`config.mk`:
```
export PLATFORM = sky130hd
export DESIGN_NAME = pipe_hazard_ctrl
export DESIGN_NICKNAME = d
export VERILOG_FILES = /design/src/rtl/pipe_hazard_ctrl.sv
export SDC_FILE = /design/constraint.sdc
export NUM_CORES = 1
export LEC_CHECK = 0
export ABC_CLOCK_PERIOD_IN_PS = 1590
export CAP_MARGIN = 10
export CORE_MARGIN = 10
export CORE_UTILIZATION = 37
export CTS_CLUSTER_SIZE = 28
export DETAILED_ROUTE_END_ITERATION = 16
export GPL_ROUTABILITY_DRIVEN = 0
export GPL_TIMING_DRIVEN = 1
export PLACE_DENSITY_LB_ADDON = 0.05
export SYNTH_ARGS = -nofsm -noshare
export SYNTH_HDL_FRONTEND = slang
export SYNTH_SLANG_ARGS = --single-unit
```
`constraint.sdc`:
```
create_clock -name clk -period 1.59 [get_ports clk]
set_input_delay 0.318 -clock clk [delete_from_list [all_inputs] [get_ports clk]]
set_output_delay 0.318 -clock clk [all_outputs]
set_load 0.1 [all_outputs]
```
`src/rtl/pipe_hazard_ctrl.sv`:
```
// Purpose : Y86-64 five-stage pipeline control: hazard stall/bubble generation,
//           SET_CC gating, condition-code register, RUN/DRAIN/HALTED FSM and
//           a saturating stall-cycle counter.
// Latency : stall/bubble/SET_CC are combinational; cc, pipe_state and
//           stall_count update on the rising edge (1 cycle).
// Backpressure: none accepted; this block is the source of pipeline backpressure
//           (F_stall/D_stall/W_stall).
//
// Ports:
//   clk, reset          - clock and synchronous active-high reset
//   D_icode, d_srcA/B   - decode-stage icode and source register IDs
//   E_icode, E_dstM,    - execute-stage icode, load destination and
//   e_Cnd, e_flags        branch/cmov condition, freshly computed {ZF,SF,OF}
//   M_icode, m_stat     - memory-stage icode and status
//   W_stat              - writeback-stage status
//   F_stall..W_stall    - per-stage stall/bubble controls
//   SET_CC, cc          - flag-update enable and registered {ZF,SF,OF}
//   pipe_state          - 0=RUN, 1=DRAIN, 2=HALTED
//   stall_count         - saturating count of F_stall cycles spent in RUN
module pipe_hazard_ctrl #(
  parameter int         CNT_W = 16,
  parameter logic [3:0] RNONE = 4'd15
) (
  input  logic             clk,
  input  logic             reset,
  input  logic [3:0]       D_icode,
  input  logic [3:0]       d_srcA,
  input  logic [3:0]       d_srcB,
  input  logic [3:0]       E_icode,
  input  logic [3:0]       E_dstM,
  input  logic             e_Cnd,
  input  logic [3:0]       M_icode,
  input  logic [2:0]       m_stat,
  input  logic [2:0]       W_stat,
  input  logic [2:0]       e_flags,
  output logic             F_stall,
  output logic             D_stall,
  output logic             D_bubble,
  output logic             E_bubble,
  output logic             M_bubble,
  output logic             W_stall,
  output logic             SET_CC,
  output logic [2:0]       cc,
  output logic [1:0]       pipe_state,
  output logic [CNT_W-1:0] stall_count
);

  localparam logic [3:0] I_MRMOVQ = 4'd5;
  localparam logic [3:0] I_OPQ    = 4'd6;
  localparam logic [3:0] I_JXX    = 4'd7;
  localparam logic [3:0] I_RET    = 4'd9;
  localparam logic [3:0] I_POPQ   = 4'd11;

  typedef enum logic [1:0] {
    ST_RUN    = 2'd0,
    ST_DRAIN  = 2'd1,
    ST_HALTED = 2'd2
  } state_t;

  state_t state_q;
  state_t state_d;

  logic loaduse;
  logic ret_haz;
  logic mispredict;
  logic m_bad;
  logic w_bad;

  // A load in E whose destination feeds decode must hold D for one cycle.
  assign loaduse = ((E_icode == I_MRMOVQ) || (E_icode == I_POPQ)) &&
                   (E_dstM != RNONE) &&
                   ((E_dstM == d_srcA) || (E_dstM == d_srcB));

  assign ret_haz    = (D_icode == I_RET) || (E_icode == I_RET) || (M_icode == I_RET);
  assign mispredict = (E_icode == I_JXX) && !e_Cnd;
  assign m_bad      = (m_stat != 3'd0);
  assign w_bad      = (W_stat != 3'd0);

  // State register
  always_ff @(posedge clk) begin
    if (reset) state_q <= ST_RUN;
    else       state_q <= state_d;
  end

  // Next-state logic: a bad status reaching W always wins over one in M.
  always_comb begin
    state_d = state_q;
    case (state_q)
      ST_RUN: begin
        if (w_bad)      state_d = ST_HALTED;
        else if (m_bad) state_d = ST_DRAIN;
      end
      ST_DRAIN: begin
        if (w_bad) state_d = ST_HALTED;
      end
      ST_HALTED: state_d = ST_HALTED;
      default:   state_d = ST_RUN;
    endcase
  end

  // Output logic
  always_comb begin
    F_stall  = 1'b0;
    D_stall  = 1'b0;
    D_bubble = 1'b0;
    E_bubble = 1'b0;
    M_bubble = 1'b0;
    W_stall  = 1'b0;
    SET_CC   = 1'b0;
    if (!reset) begin
      if (state_q == ST_HALTED) begin
        F_stall  = 1'b1;
        D_stall  = 1'b1;
        E_bubble = 1'b1;
        M_bubble = 1'b1;
        W_stall  = 1'b1;
      end else begin
        F_stall  = loaduse | ret_haz;
        D_stall  = loaduse;
        // When a load/use stall holds D, the ret bubble must not clobber it.
        D_bubble = mispredict | (ret_haz & !loaduse);
        E_bubble = mispredict | loaduse;
        M_bubble = m_bad | w_bad;
        W_stall  = w_bad;
        // Flags may not change once an exception is on its way out.
        SET_CC   = (state_q == ST_RUN) && (E_icode == I_OPQ) && !m_bad && !w_bad;
      end
    end
  end

  assign pipe_state = state_q;

  // Condition codes: written one cycle after the OPQ sits in E.
  always_ff @(posedge clk) begin
    if (reset)       cc <= 3'b000;
    else if (SET_CC) cc <= e_flags;
  end

  // Saturating stall counter; only RUN-state stalls are counted.
  always_ff @(posedge clk) begin
    if (reset) begin
      stall_count <= '0;
    end else if (F_stall && (state_q == ST_RUN) && (stall_count != {CNT_W{1'b1}})) begin
      stall_count <= stall_count + {{(CNT_W-1){1'b0}}, 1'b1};
    end
  end

endmodule

```
# Yosys cells after proc, flatten, opt, wreduce, memory -nomap -nowiden
# Cells that the tools add are included.
# W data, S select, Z words.
# totals
wordCells	62
register_bits	21
# classes
mux	18
n_reduce_logical	20
n_addsub	1
n_bitwise	5
eq_ne	15
# op_table
op	n
$add A16 B1 Y16 const B	1
$eq A4 B4 Y1 const B	4
$ne A16 B16 Y1 const B	1
$mux W1	14
$eq A4 B3 Y1 const B	3
$eq A4 B4 Y1	2
$logic_and A1 B1 Y1	8
$mux W2	3
$pmux W2 S3	1
$reduce_bool A3 Y1	2
$logic_not A1 Y1	4
$logic_or A1 B1 Y1	4
$ne A4 B4 Y1 const B	1
$or A1 B1 Y1	4
$ne A3 B3 Y1 const B	1
$eq A2 B1 Y1 const B	1
$eq A2 B2 Y1 const B	1
$logic_not A2 Y1	1
$ne A2 B2 Y1 const B	1
$reduce_and A2 Y1	1
$and A1 B1 Y1	1

# Depth between registers and ports, before layout
# logic_depth
ltp_word	9
depth_mapped	9

# Least setup slack after synthesis
# No wires, ideal clock.
# synth_timing
path_type	register to output
start	register state_q[0] (netlist: pipe_state[0])
end	output D_bubble
stages_incl_launch_ff	4
path_buffers	0
arrival_time_ns	3.560
slack_ns	-2.288
path_cell_list	dfxtp_1 inv_1 ha_1 nor3_1
# synth_via
elab_chain_cells	3
# synth_rtl
element	line	source
start: declaration	60	state_t state_q;
start signal: assignment	82	else state_q <= state_d;
$eq A2 B2 Y1	111	if (state_q == ST_HALTED) begin
$mux W1	111	
$mux W1	110	if (!reset) begin
end: declaration	38	output logic D_bubble,
# Every way passes these cells.

# Worst setup path after layout
# layout_timing
start	input E_icode[2]
end	output D_bubble
# layout_via
elab_chain_cells	9
word_cells_on_any_way	15
# layout_rtl
element	line	source
start: declaration	29	input logic [3:0] E_icode,
$eq A4 B3 Y1 or $eq A4 B4 Y1 (tied branches)	70	assign loaduse = ((E_icode == I_MRMOVQ) || (E_icode == I_POPQ)) &&
$logic_or A1 B1 Y1	70	
$logic_and A1 B1 Y1	70	
$logic_and A1 B1 Y1	71	(E_dstM != RNONE) &&
$logic_not A1 Y1	121	D_bubble = mispredict | (ret_haz & !loaduse);
$and A1 B1 Y1	121	
$or A1 B1 Y1 *	121	
$mux W1 *	111	
$mux W1 *	110	
# Mark *: on every way between the ends. The rest lies on a longest branch, timed or not.

==> run metrics <==
DP Worst Slack=-0.781 ns; area of the multi-input gates=1310 um2; fillers=82; crit end category=output port; worst slew pin tran=0.401 ns; CTS sink cnt=21; critical path required time=1.27 ns; CTS tree=done; vias in the first global route=1954; number of flops mapped to enable cells by yosys=0; Most used DFF post-synth=dfxtp_1; DIE WIDTH=just over 80 um; Post-CTS Hold Buffers=0; clock skew=0.00468 ns; fmax=between 0.4 and 0.5 GHz; clk root buf=clkbuf_8; hpwl dp=4400 um; fin cells=332; relative slew slack=0.732; post-synthesis sequential area ratio=0.309; Pwr Total=~0.0016 W; post-synthesis adder-cell area fraction=0.0460; Post-Syn Area=about 1400 um2; mux cell area share after synthesis=0.0239; synth unique cells=44; post-synthesis compound-gate area fraction=0.184; Die Y-Extent=80.6 um; largest net degree at the start of global routing=19; final period utilization=1.30; Initial DRC Count=between 100 and 150; Worst setup SP type=primary input; synth top area cells=dfxtp_1 31%, a21oi_1 5.2%, xnor2_1 5.2%; placement row count=21; Initial Util=0.395; RSZ-0062 raised after global routing=yes; post-route setup slack=-0.475 ns; YS warnings=0; area post-placement=approximately 2900 um2; Hold Vio Cnt, Final=0; worst hold path class=flip-flop to flip-flop; Peak VDD IR=0.515 mV; Mapped Cells=166; Die Footprint=6500 um2; FFs w/ async S/R, synth=0; Clock transition at path regs=0.08 ns; layout cells sized above 1=0.649; vias per cell=~6.1; top cell type by total area after synthesis=dfxtp_1; CP Class=primary input to output port; pwr/cell area=489 nW/um2; cell area after layout=3280 um2; gr usage total=0.199; htree depth=1; Post-Synth XOR/XNOR Area=0.0708; dpl cells=317; DRC violations left=0; share of the synthesized area in the top cell type=0.309; violated checks=setup timing; post-layout min period=2.06 ns; I/O pin total=64; DR pass1 iterations=4; Routed WL=8670 um; largest family of logic cells by synthesized area=simple AND/OR/NAND/NOR gates; Worst Path Max Fanout=4; DR vias=2010; CP Cell Sequence=buf_4 -> and3b_1 -> o211ai_1 -> a21oi_4 -> buf_6 -> o21a_1 -> nor3_4 -> buf_12; synthesized flop and latch total=21; outcome=complete, but fails checks; Routed Antenna Nets=0; Post-Synth Simple-Gate Area=0.328; syn avg cell area=~8.2 um2; Final nets=between 300 and 400; initial antenna violation count=1; Lkg Pwr=approximately 1.3 nW; WL/cell=26.1 um; clk buf depth=2; core area=3440 um2; max cap viols=0; worst skew pair latency=0.27 ns; Slew Viols, Final=0; first-pass GRT wire length=10300 um; Reg area=480 um2; total grt overflow=0; PortBufs=63; critical path arrival=1.75 ns; Syn-to-layout area delta=141%; Num CTS Buffers=3; Mapped Nets=207; Finish-stage setup viols=25; CP max stage delay=0.37 ns; CP max stage cell=o211ai_1; Final Util=0.954
==> area by class of cell <==
cell class	count	area share
clock buffer	4	0.0137
timing repair buffer	121	0.415
sequential	21	0.146
tap	46	0.0175
inverter	5	0.00724
antenna	1	0.000762
multi-input combinational	134	0.399
==> critical path, delay by kind of cell <==
kind,cells,cell delay (ns)
AO/OA/AOI/OAI,3,0.63
buffers and inverters,3,0.44
AND/OR/NAND/NOR,2,0.35
==> cells in the mapped netlist (2+ instances only) <==
master,n
or4_1,2
nand2_1,13
o21ai_1,7
and2_1,2
nor4_1,2
ha_1,5
o211ai_2,2
buf_2,2
a21oi_1,14
mux2_1,2
nand4_1,7
nor4bb_1,2
xnor2_1,8
o31ai_1,6
nand3_1,5
nor3b_1,2
and3b_1,2
nor2b_1,6
nor3_1,3
xor2_1,3
clkbuf_1,2
dfxtp_1,21
and4_4,2
or3_1,4
nor3_2,2
nor2_1,15
inv_1,5
o21ai_0,4
==> routing by layer <==
metal / wire length [um] / share of wire / vias up / track usage
met4: 589 / 0.068 / 0 / 0.0616
met2: 4310 / 0.50 / 135 / 0.378
met3: 649 / 0.075 / 45 / 0.0490
li1: - / - / 853 / -
met1: 3120 / 0.36 / 977 / 0.206
met5: 0 / 0 / - / 0
==> path summary, 6_finish.rpt <==
| check | startpoint | end | slack, ns | depth (start not counted) |
|---|---|---|---|---|
| max | E_icode[2] | D_bubble | -0.47 | 8 |
| min | cc[2] | cc[2] | 0.52 | 2 |
| max reg2reg | stall_count[4] | stall_count[15] | -0.23 | 6 |
| min reg2reg | cc[2] | cc[2] | 0.52 | 2 |
==> power breakdown <==
group	total, W	switching, W	leakage [nW]	internal, W
combinational	0.000712	0.000396	1.12	0.000316
sequential	0.000526	0.0000130	0.183	0.000513
clock	0.000366	0.000187	0.0228	0.000179
total	0.00160	0.000596	1.33	0.00101
==> layout by cell type, fill, tap and decap left out, types with 5 or more instances in the layout <==
master / synthesis / final
nor2b_1: 6 / 6
nand4_1: 7 / 7
dfxtp_4: 0 / 15
dlygate4sd2_1: 0 / 12
buf_2: 2 / 5
a21oi_1: 14 / 5
nor2_1: 15 / 12
a21oi_2: 0 / 7
nand2_1: 13 / 12
buf_4: 0 / 49
buf_6: 1 / 14
buf_12: 0 / 30
o21ai_1: 7 / 5
==> cell families (layout without fill, tap and decap cells) <==
family | Yosys count | in the layout
other | 0 | 1
adders and majority gates | 5 | 5
muxes | 3 | 3
buffers and inverters | 11 | 130
DFF | 21 | 21
xor gates and xnor gates | 11 | 11
and+or+nand+nor | 76 | 76
AOI/OAI and AO/OA | 39 | 39
==> timing repair <==
action | CTS | global route
endpoints found under the setup margin | 26 | 26
pin swaps | 33 | 26
gates cloned | 1 | 0
buffers inserted | 7 | 6
gates resized for setup | 110 | 55
==> metrics by stage <==
step	TNS [ns]	hold WS, ns
after global placement	-14.34	0.485
after CTS	-2.79	0.504
after global routing	-7.66	0.542
after detailed placement	-16.36	0.494
after floorplan	-6.87	0.463
final	-6.61	0.522
==> flip-flops by register name, summed over array words and instances, names as in the netlist <==
name         flops
stall_count     16
pipe_state       2
cc               3
Power figures use the tool's default switching activity.
